[config.mk]
export PLATFORM = sky130hd
export DESIGN_NAME = gerador_piscadas
export DESIGN_NICKNAME = d
export VERILOG_FILES = /design/src/rtl/gerador_piscadas.sv
export SDC_FILE = /design/constraint.sdc
export NUM_CORES = 1
export LEC_CHECK = 0
export CORE_AREA = 2 2 95 88
export DETAILED_ROUTE_END_ITERATION = 10
export DIE_AREA = 0 0 97 90
export GPL_TIMING_DRIVEN = 0
export SKIP_LAST_GASP = 1
export SLEW_MARGIN = 20
export SYNTH_ARGS = -nofsm -noshare
export SYNTH_HDL_FRONTEND = slang
export SYNTH_SLANG_ARGS = --single-unit
[constraint.sdc]
create_clock -name clk -period 5.8 [get_ports clk]
set_input_delay 0.58 -clock clk [delete_from_list [all_inputs] [get_ports clk]]
set_output_delay 0.58 -clock clk [all_outputs]
set_load 0.05 [all_outputs]
[src/rtl/gerador_piscadas.sv]
// LED blink generator: one visible blink per event flag, with overlapping events queued and replayed.
// Define LED_ATIVO_BAIXO_EN for an active-low LED pin (0 = lit).
module gerador_piscadas #(
  parameter int T_ON     = 25000000,
  parameter int T_OFF    = 25000000,
  parameter int MAX_PEND = 15,
  parameter int W_CNT    = 25,
  parameter int W_PEND   = 4
) (
  input  logic              clk,
  input  logic              reset,
  input  logic              flag_evento,
  output logic              led,
  output logic              ocupado,
  output logic [W_PEND-1:0] pendentes
);

`ifdef LED_ATIVO_BAIXO_EN
  localparam logic LED_LIT  = 1'b0;
  localparam logic LED_DARK = 1'b1;
`else
  localparam logic LED_LIT  = 1'b1;
  localparam logic LED_DARK = 1'b0;
`endif

  localparam logic [W_CNT-1:0]  ON_LAST  = W_CNT'(T_ON - 1);
  localparam logic [W_CNT-1:0]  OFF_LAST = W_CNT'(T_OFF - 1);
  localparam logic [W_PEND-1:0] PEND_MAX = W_PEND'(MAX_PEND);

  typedef enum logic [1:0] {
    IDLE = 2'd0,
    ON   = 2'd1,
    OFF  = 2'd2
  } state_t;

  state_t            r_state, w_state_next;
  logic [W_CNT-1:0]  r_timer, w_timer_next;
  logic [W_PEND-1:0] r_pend, w_pend_next;
  logic              r_led, r_ocupado;
  logic              w_accept;
  logic [W_PEND-1:0] w_pend_inc;

  // An event arriving while the queue is full is dropped, even on a consume edge.
  assign w_accept   = flag_evento && (r_pend != PEND_MAX);
  assign w_pend_inc = r_pend + {{(W_PEND-1){1'b0}}, w_accept};

  // NOTE: every signal gets a default before the case so no latch is inferred.
  always_comb begin
    w_state_next = r_state;
    w_timer_next = r_timer;
    w_pend_next  = r_pend;
    unique case (r_state)
      IDLE: begin
        if (flag_evento) begin
          w_state_next = ON;
          w_timer_next = '0;
        end
      end
      ON: begin
        w_pend_next = w_pend_inc;
        if (r_timer == ON_LAST) begin
          w_state_next = OFF;
          w_timer_next = '0;
        end else begin
          w_timer_next = r_timer + W_CNT'(1);
        end
      end
      OFF: begin
        if (r_timer == OFF_LAST) begin
          w_timer_next = '0;
          if (r_pend != '0) begin
            w_state_next = ON;
            w_pend_next  = w_pend_inc - W_PEND'(1);
          end else if (flag_evento) begin
            w_state_next = ON;
          end else begin
            w_state_next = IDLE;
          end
        end else begin
          w_timer_next = r_timer + W_CNT'(1);
          w_pend_next  = w_pend_inc;
        end
      end
      default: begin
        w_state_next = IDLE;
        w_timer_next = '0;
        w_pend_next  = '0;
      end
    endcase
  end

  // NOTE: sequential state uses non-blocking assignments only.
  always_ff @(posedge clk) begin
    if (reset) begin
      r_state   <= IDLE;
      r_timer   <= '0;
      r_pend    <= '0;
      r_led     <= LED_DARK;
      r_ocupado <= 1'b0;
    end else begin
      r_state   <= w_state_next;
      r_timer   <= w_timer_next;
      r_pend    <= w_pend_next;
      r_led     <= (w_state_next == ON) ? LED_LIT : LED_DARK;
      r_ocupado <= (w_state_next != IDLE);
    end
  end

  assign led       = r_led;
  assign ocupado   = r_ocupado;
  assign pendentes = r_pend;

endmodule
==> impl_metrics.json, run 1 <==
{
  "status": "completed",
  "gr-total-overflow": 0,
  "ys_warn_count": 0,
  "rsz0062_at_grt": "false",
  "synthArstFlopShare_pct": 0,
  "ys.flop_type": "dfxtp_1",
  "place.port_buffers": 8,
  "fin_setup_tns_ps": 0,
  "io_pins": 9,
  "globalRouteMet1Util_pct": 12.8,
  "htree_levels": 2,
  "clk_root_buffer_cell": "clkbuf_8",
  "drive_gt1_share_pct": 7.20,
  "clock_path_buffers": 2,
  "track_usage_pct": 9.47,
  "dp_hpwl_um": 2930,
  "use_met3_pct": 2.57,
  "min_period_over_period_pct": 43.2,
  "avgSynthCellArea_um2": 8.56,
  "clock-sinks": 33,
  "start_kind": "input port",
  "synth_cell_types": 49,
  "rows": 31,
  "start_util_pct": 24.2,
  "cts_setup_buffers": 0,
  "ctsResizeCount": 0,
  "wl_per_cell_um": 11.8,
  "grt_max_degree": 12,
  "path_max_fanout": 4,
  "synth_nets": 231,
  "globalplace.congestion": 0.830,
  "antennaDiodeCount": 0,
  "clk_latency_ps": 290,
  "critical_path_arrival_ps": 2710,
  "die_h_um": 90,
  "vias": 1601,
  "grt_pass1_vias": 1493,
  "drtIter0Drc": 101,
  "syn2layout_area_growth_pct": 15.9,
  "drcViolationCount": 0,
  "fmax_mhz": 399,
  "grt_use_met2_pct": 15.2,
  "core_um2": 7800,
  "clkTransAtPathRegs_ps": 70,
  "ys_ff_latch": 33,
  "hold_class": "reg -> reg",
  "finish.utilization_pct": 28.0,
  "required_ps": 6000,
  "r2r-start": "r_state[1]",
  "cap_viol_max_count": 0,
  "synth_edf_count": 0,
  "drt-total-wl_um": 3970,
  "cts_tree": "yes",
  "hold_buffers": 0,
  "finalClockSkew_ps": 4.02,
  "grt.busiest_layer": "met2",
  "critical_path_class": "in -> reg",
  "final_cell_mix": "33 x dfxtp_1, 25 x nor2_1, 16 x nand2_1",
  "fin_crit_ps": 2510,
  "power.leakage_uw": 0.000740,
  "antenna_found_initial": 0,
  "layout.nets": 246,
  "slew_headroom_pct": 55.8,
  "grt_pass1_wl_um": 6960,
  "final-setup-viol-count": 0,
  "avgViaCountPerCell": 4.78,
  "slew_violations": 0,
  "cts_buffers": 5,
  "cellPowerDensity_nw_per_um2": 212,
  "ir_drop_v": 0.0000728,
  "tightest_slew_ps": 654,
  "drtPass1Iterations": 4,
  "hold_start": "r_timer[1]",
  "final_common_cell": "dfxtp_1",
  "synth_cells": 220,
  "cp-startpoint": "flag_evento",
  "hold_violations": 0,
  "die_w_um": 97,
  "dieArea_um2": 8730,
  "antenna_left": 0,
  "synth_area_um2": 1880,
  "critPathCaptureType": "flop",
  "synth-seq-area-share_pct": 35.1
}
area by class of cell:
cell class / count / area (um2)
fill: 815 / 5610
multi-input combinational: 171 / 1150
sequential: 33 / 661
tap: 99 / 124
clock buffer: 6 / 82.6
timing repair buffer: 8 / 80.1
buffer: 9 / 41.3
inverter: 7 / 26.3
clock inverter: 2 / 13.8
flip-flops by register name, summed over array words and instances (netlist names):
| register | count |
|---|---|
| pendentes | 4 |
| led | 1 |
| r_timer | 25 |
| ocupado | 1 |
| r_state | 2 |
critical path, stage by stage:
cell	delay, ps
clkdlybuf4s50_1	530
inv_1	80
a41oi_1	160
ha_1	200
ha_1	280
inv_1	80
ha_1	210
nor4_1	270
a31oi_1	80
a221oi_1	240
power breakdown:
part | internal (uW) | switching, uW | leakage [uW] | total (uW)
registers | 230 | 2.12 | 0.000267 | 232
clock network | 96.2 | 91.4 | 0.0000512 | 188
logic | 14.6 | 28.1 | 0.000422 | 42.7
per-stage QoR:
stage	area, um2	total power (uW)	cells	hold slack (ps)	setup slack (ps)
2_1_floorplan	1880	267	220	449	3450
3_3_place_gp	2090	280	327	467	3030
3_5_place_dp	2090	280	327	472	2990
4_1_cts	2180	468	335	484	3290
5_1_grt	2180	484	335	512	3090
6_report	2180	462	335	475	3290
cells by family (layout without fill, tap and decap cells):
kind of cell | after synthesis | count (layout) | share of synthesized area, %
AND/OR/NAND/NOR | 105 | 105 | 32.4
AO/OA/AOI/OAI | 36 | 36 | 13.4
buffers and inverters | 16 | 32 | 3.59
flip-flops | 33 | 33 | 35.1
XOR/XNOR | 22 | 22 | 10.2
adder cells (fa/ha/maj) | 8 | 8 | 5.32
metal layers:
metal | vias up | wire, um | share of wire [%]
li1 | 834 | - | -
met1 | 742 | 2040 | 51
met4 | 0 | 23 | 0.58
met2 | 22 | 1730 | 44
met5 | - | 0 | 0
met3 | 3 | 174 | 4.4
final timing paths:
check                 end  cells after the start  slack, ps
min            r_timer[1]                      2        480
min reg2reg    r_timer[1]                      2        480
max          pendentes[1]                     10       3290
max reg2reg   r_timer[15]                      8       3370
Yosys cell counts, types with 2 or more instances:
library cell  number  area [um2]
dfxtp_1           33         661
a211oi_1           3        22.5
a31oi_1            4        25.0
a221oi_1           2        17.5
clkbuf_1           5        18.8
xor2_1            11        96.3
a22oi_1            2        15.0
o21a_1             2        15.0
and2_1             2        12.5
xnor2_1           11        96.3
nor2b_1            3        18.8
a21oi_1            6        30.0
nand2_1           16        60.1
buf_2              3        15.0
nand4_1            7        43.8
and4b_1            2        20.0
inv_1              7        26.3
and3_1             7        43.8
nor2_1            25        93.8
nor4_1             6        37.5
nand3_1           12        60.1
or4b_1             2        20.0
and4_1             4        35.0
o21ai_0            3        15.0
nand3b_1           4        30.0
o21ai_1            4        20.0
nor3_1             5        25.0
ha_1               8         100
(Power assumes the default switching activity.)
==> inputs of run 2 (changes only) <==
==> constraint.sdc (replaced) <==
create_clock -name clk -period 2.4 [get_ports clk]
set_input_delay 0.24 -clock clk [delete_from_list [all_inputs] [get_ports clk]]
set_output_delay 0.24 -clock clk [all_outputs]
set_load 0.05 [all_outputs]
==> run 2 against run 1 <==
  * Worst setup slack worse by 3100 ps
  * Clock skew up 2.6 ps
  * Combinational power up 140%
  * Die area unchanged
  * Largest cell class unchanged
  * Sequential power up 140%
  * Critical endpoint is now r_timer[2]
==> impl_metrics.json, run 2 (synthesized netlist as in run 1, its figures left out) <==
{
  "switching_share_pct": 26.6,
  "cp-startpoint": "r_timer[9]",
  "hold_class": "reg -> reg",
  "place_area_um2": 2090,
  "pwr-share-clk_pct": 40.8,
  "io_pins": 9,
  "required_ps": 2580,
  "place.port_buffers": 8,
  "regMostFlops": "r_timer",
  "tightest_slew_ps": 493,
  "rr_worst_depth": 6,
  "globalplace.congestion": 0.830,
  "crit_path_end": "r_timer[2]",
  "power_frac_seq_pct": 50.0,
  "r2r-end": "r_timer[2]",
  "core_um2": 7800,
  "antenna_found_initial": 0,
  "final_cell_mix": "33 x dfxtp_1, 25 x nor2_1, 16 x nand2_1",
  "cts_tree": "yes",
  "track_usage_pct": 9.68,
  "htree_levels": 2,
  "slew_violations": 0,
  "vias": 1615,
  "drtPass1Iterations": 4,
  "hold_violations": 0,
  "antenna_left": 0,
  "min_period_over_period_pct": 93.8,
  "power.leakage_uw": 0.000744,
  "p_int_uw": 822,
  "hold_buffers": 0,
  "die_w_um": 97,
  "stdcell_count": 335,
  "syn2layout_area_growth_pct": 16.7,
  "drt-total-wl_um": 4040,
  "cellPowerDensity_nw_per_um2": 510,
  "fmax_mhz": 444,
  "antennaDiodeCount": 0,
  "r2r_slack_ps": 150,
  "cts_buffers": 5,
  "switchingPower_uw": 298,
  "dp_hpwl_um": 2930,
  "critical_path_class": "reg -> reg",
  "slew_headroom_pct": 67.0,
  "start_util_pct": 24.2,
  "clock_path_buffers": 2,
  "drive_gt1_share_pct": 8.47,
  "drcViolationCount": 0,
  "layout.nets": 246,
  "critical_path_arrival_ps": 2430,
  "grt_max_degree": 12,
  "final_common_cell": "dfxtp_1",
  "wl_per_cell_um": 12.1,
  "rows": 31,
  "clk_root_buffer_cell": "clkbuf_8",
  "die_h_um": 90,
  "finalClockSkew_ps": 6.65,
  "rsz0062_at_grt": "false",
  "grt_pass1_vias": 1502,
  "critPathCaptureType": "flop",
  "grt_pass1_wl_um": 7070,
  "cap_viol_max_count": 0,
  "drtIter0Drc": 121,
  "path_max_fanout": 10,
  "status": "completed",
  "clk_latency_ps": 290,
  "dp.cells": 327,
  "clock-sinks": 33,
  "avgViaCountPerCell": 4.82,
  "finalInstanceArea_um2": 2200,
  "fin_hold_ws_ps": 476,
  "comb_power_share_pct": 9.2,
  "start_kind": "flop",
  "largest_reg_flops": 25,
  "gr-total-overflow": 0,
  "clkTransAtPathRegs_ps": 70,
  "ir_drop_v": 0.000185,
  "r2r-start": "r_timer[9]",
  "fin_crit_ps": 2250,
  "final-setup-viol-count": 0,
  "dieArea_um2": 8730
}
## run 2: layout make-up
class                           instances  area, um2
Fill cell                             816       5600
Multi-Input combinational cell        171       1170
Sequential cell                        33        661
Tap cell                               99        124
Timing Repair Buffer                    9       87.6
Clock buffer                            6       82.6
Buffer                                  8       37.5
Inverter                                7       26.3
Clock inverter                          2       13.8
## run 2: per-stage QoR
step	setup slack, ps	power (uW)	utilization (%)	setup TNS (ps)
5_1_grt	2.05	1170	28.2	0
6_report	149	1120	28.2	0
2_1_floorplan	51.9	645	-	0
3_5_place_dp	-66.3	676	26.8	-155
4_1_cts	84.6	1130	28.2	0
3_3_place_gp	-27.3	675	26.8	-48.2
## run 2: how the worst min path moves through the flow
stage / start / to / slack [ps] / cells after the start
floorplan: r_timer[1] / r_timer[1] / 450 / 2
global placement: r_timer[1] / r_timer[1] / 470 / 2
detailed placement: r_timer[1] / r_timer[1] / 470 / 2
CTS: r_timer[1] / r_timer[1] / 480 / 2
global route: r_timer[1] / r_timer[1] / 510 / 2
finish: r_timer[1] / r_timer[1] / 480 / 2
## run 2: power by group through the flow
stage               sequential (uW)  clock [uW]  combinational, uW
floorplan                       586           0               59.5
global placement                573           0                102
detailed placement              573           0                103
CTS                             560         467                104
global route                    562         495                115
finish                          560         458                103
## run 2: worst max-delay path, cell delays in order (launching register included)
cell and delay (ps):
dfxtp_1 380, or4b_1 560, nand4b_4 240, o21ai_1 290, a21o_1 320, buf_2 280
nor2_1 70
## run 2: what timing repair did
item | in CTS | in global routing
setup endpoints to repair | 2 | 18
setup buffers | 1 | 0
gates resized for setup | 1 | 1
pin swaps | 1 | 0
## run 2: layer usage
layer  part of all wire, %  vias to the layer above  track usage (%)
met5                     0                        -                0
met4                  0.47                        0             2.11
met3                   3.0                        3             2.57
met2                    45                       18             15.5
met1                    52                      761             13.1
li1                      -                      833                -
==> inputs of run 3 (changes only) <==
--- a/config.mk
+++ b/config.mk
@@ -5,6 +5,7 @@
 export SDC_FILE = /design/constraint.sdc
 export NUM_CORES = 1
 export LEC_CHECK = 0
+export ABC_CLOCK_PERIOD_IN_PS = 2400
 export CORE_AREA = 2 2 95 88
 export DETAILED_ROUTE_END_ITERATION = 10
 export DIE_AREA = 0 0 97 90
==> results of run 3 <==
Final layout, timing and power as in run 2 (identical DEF).
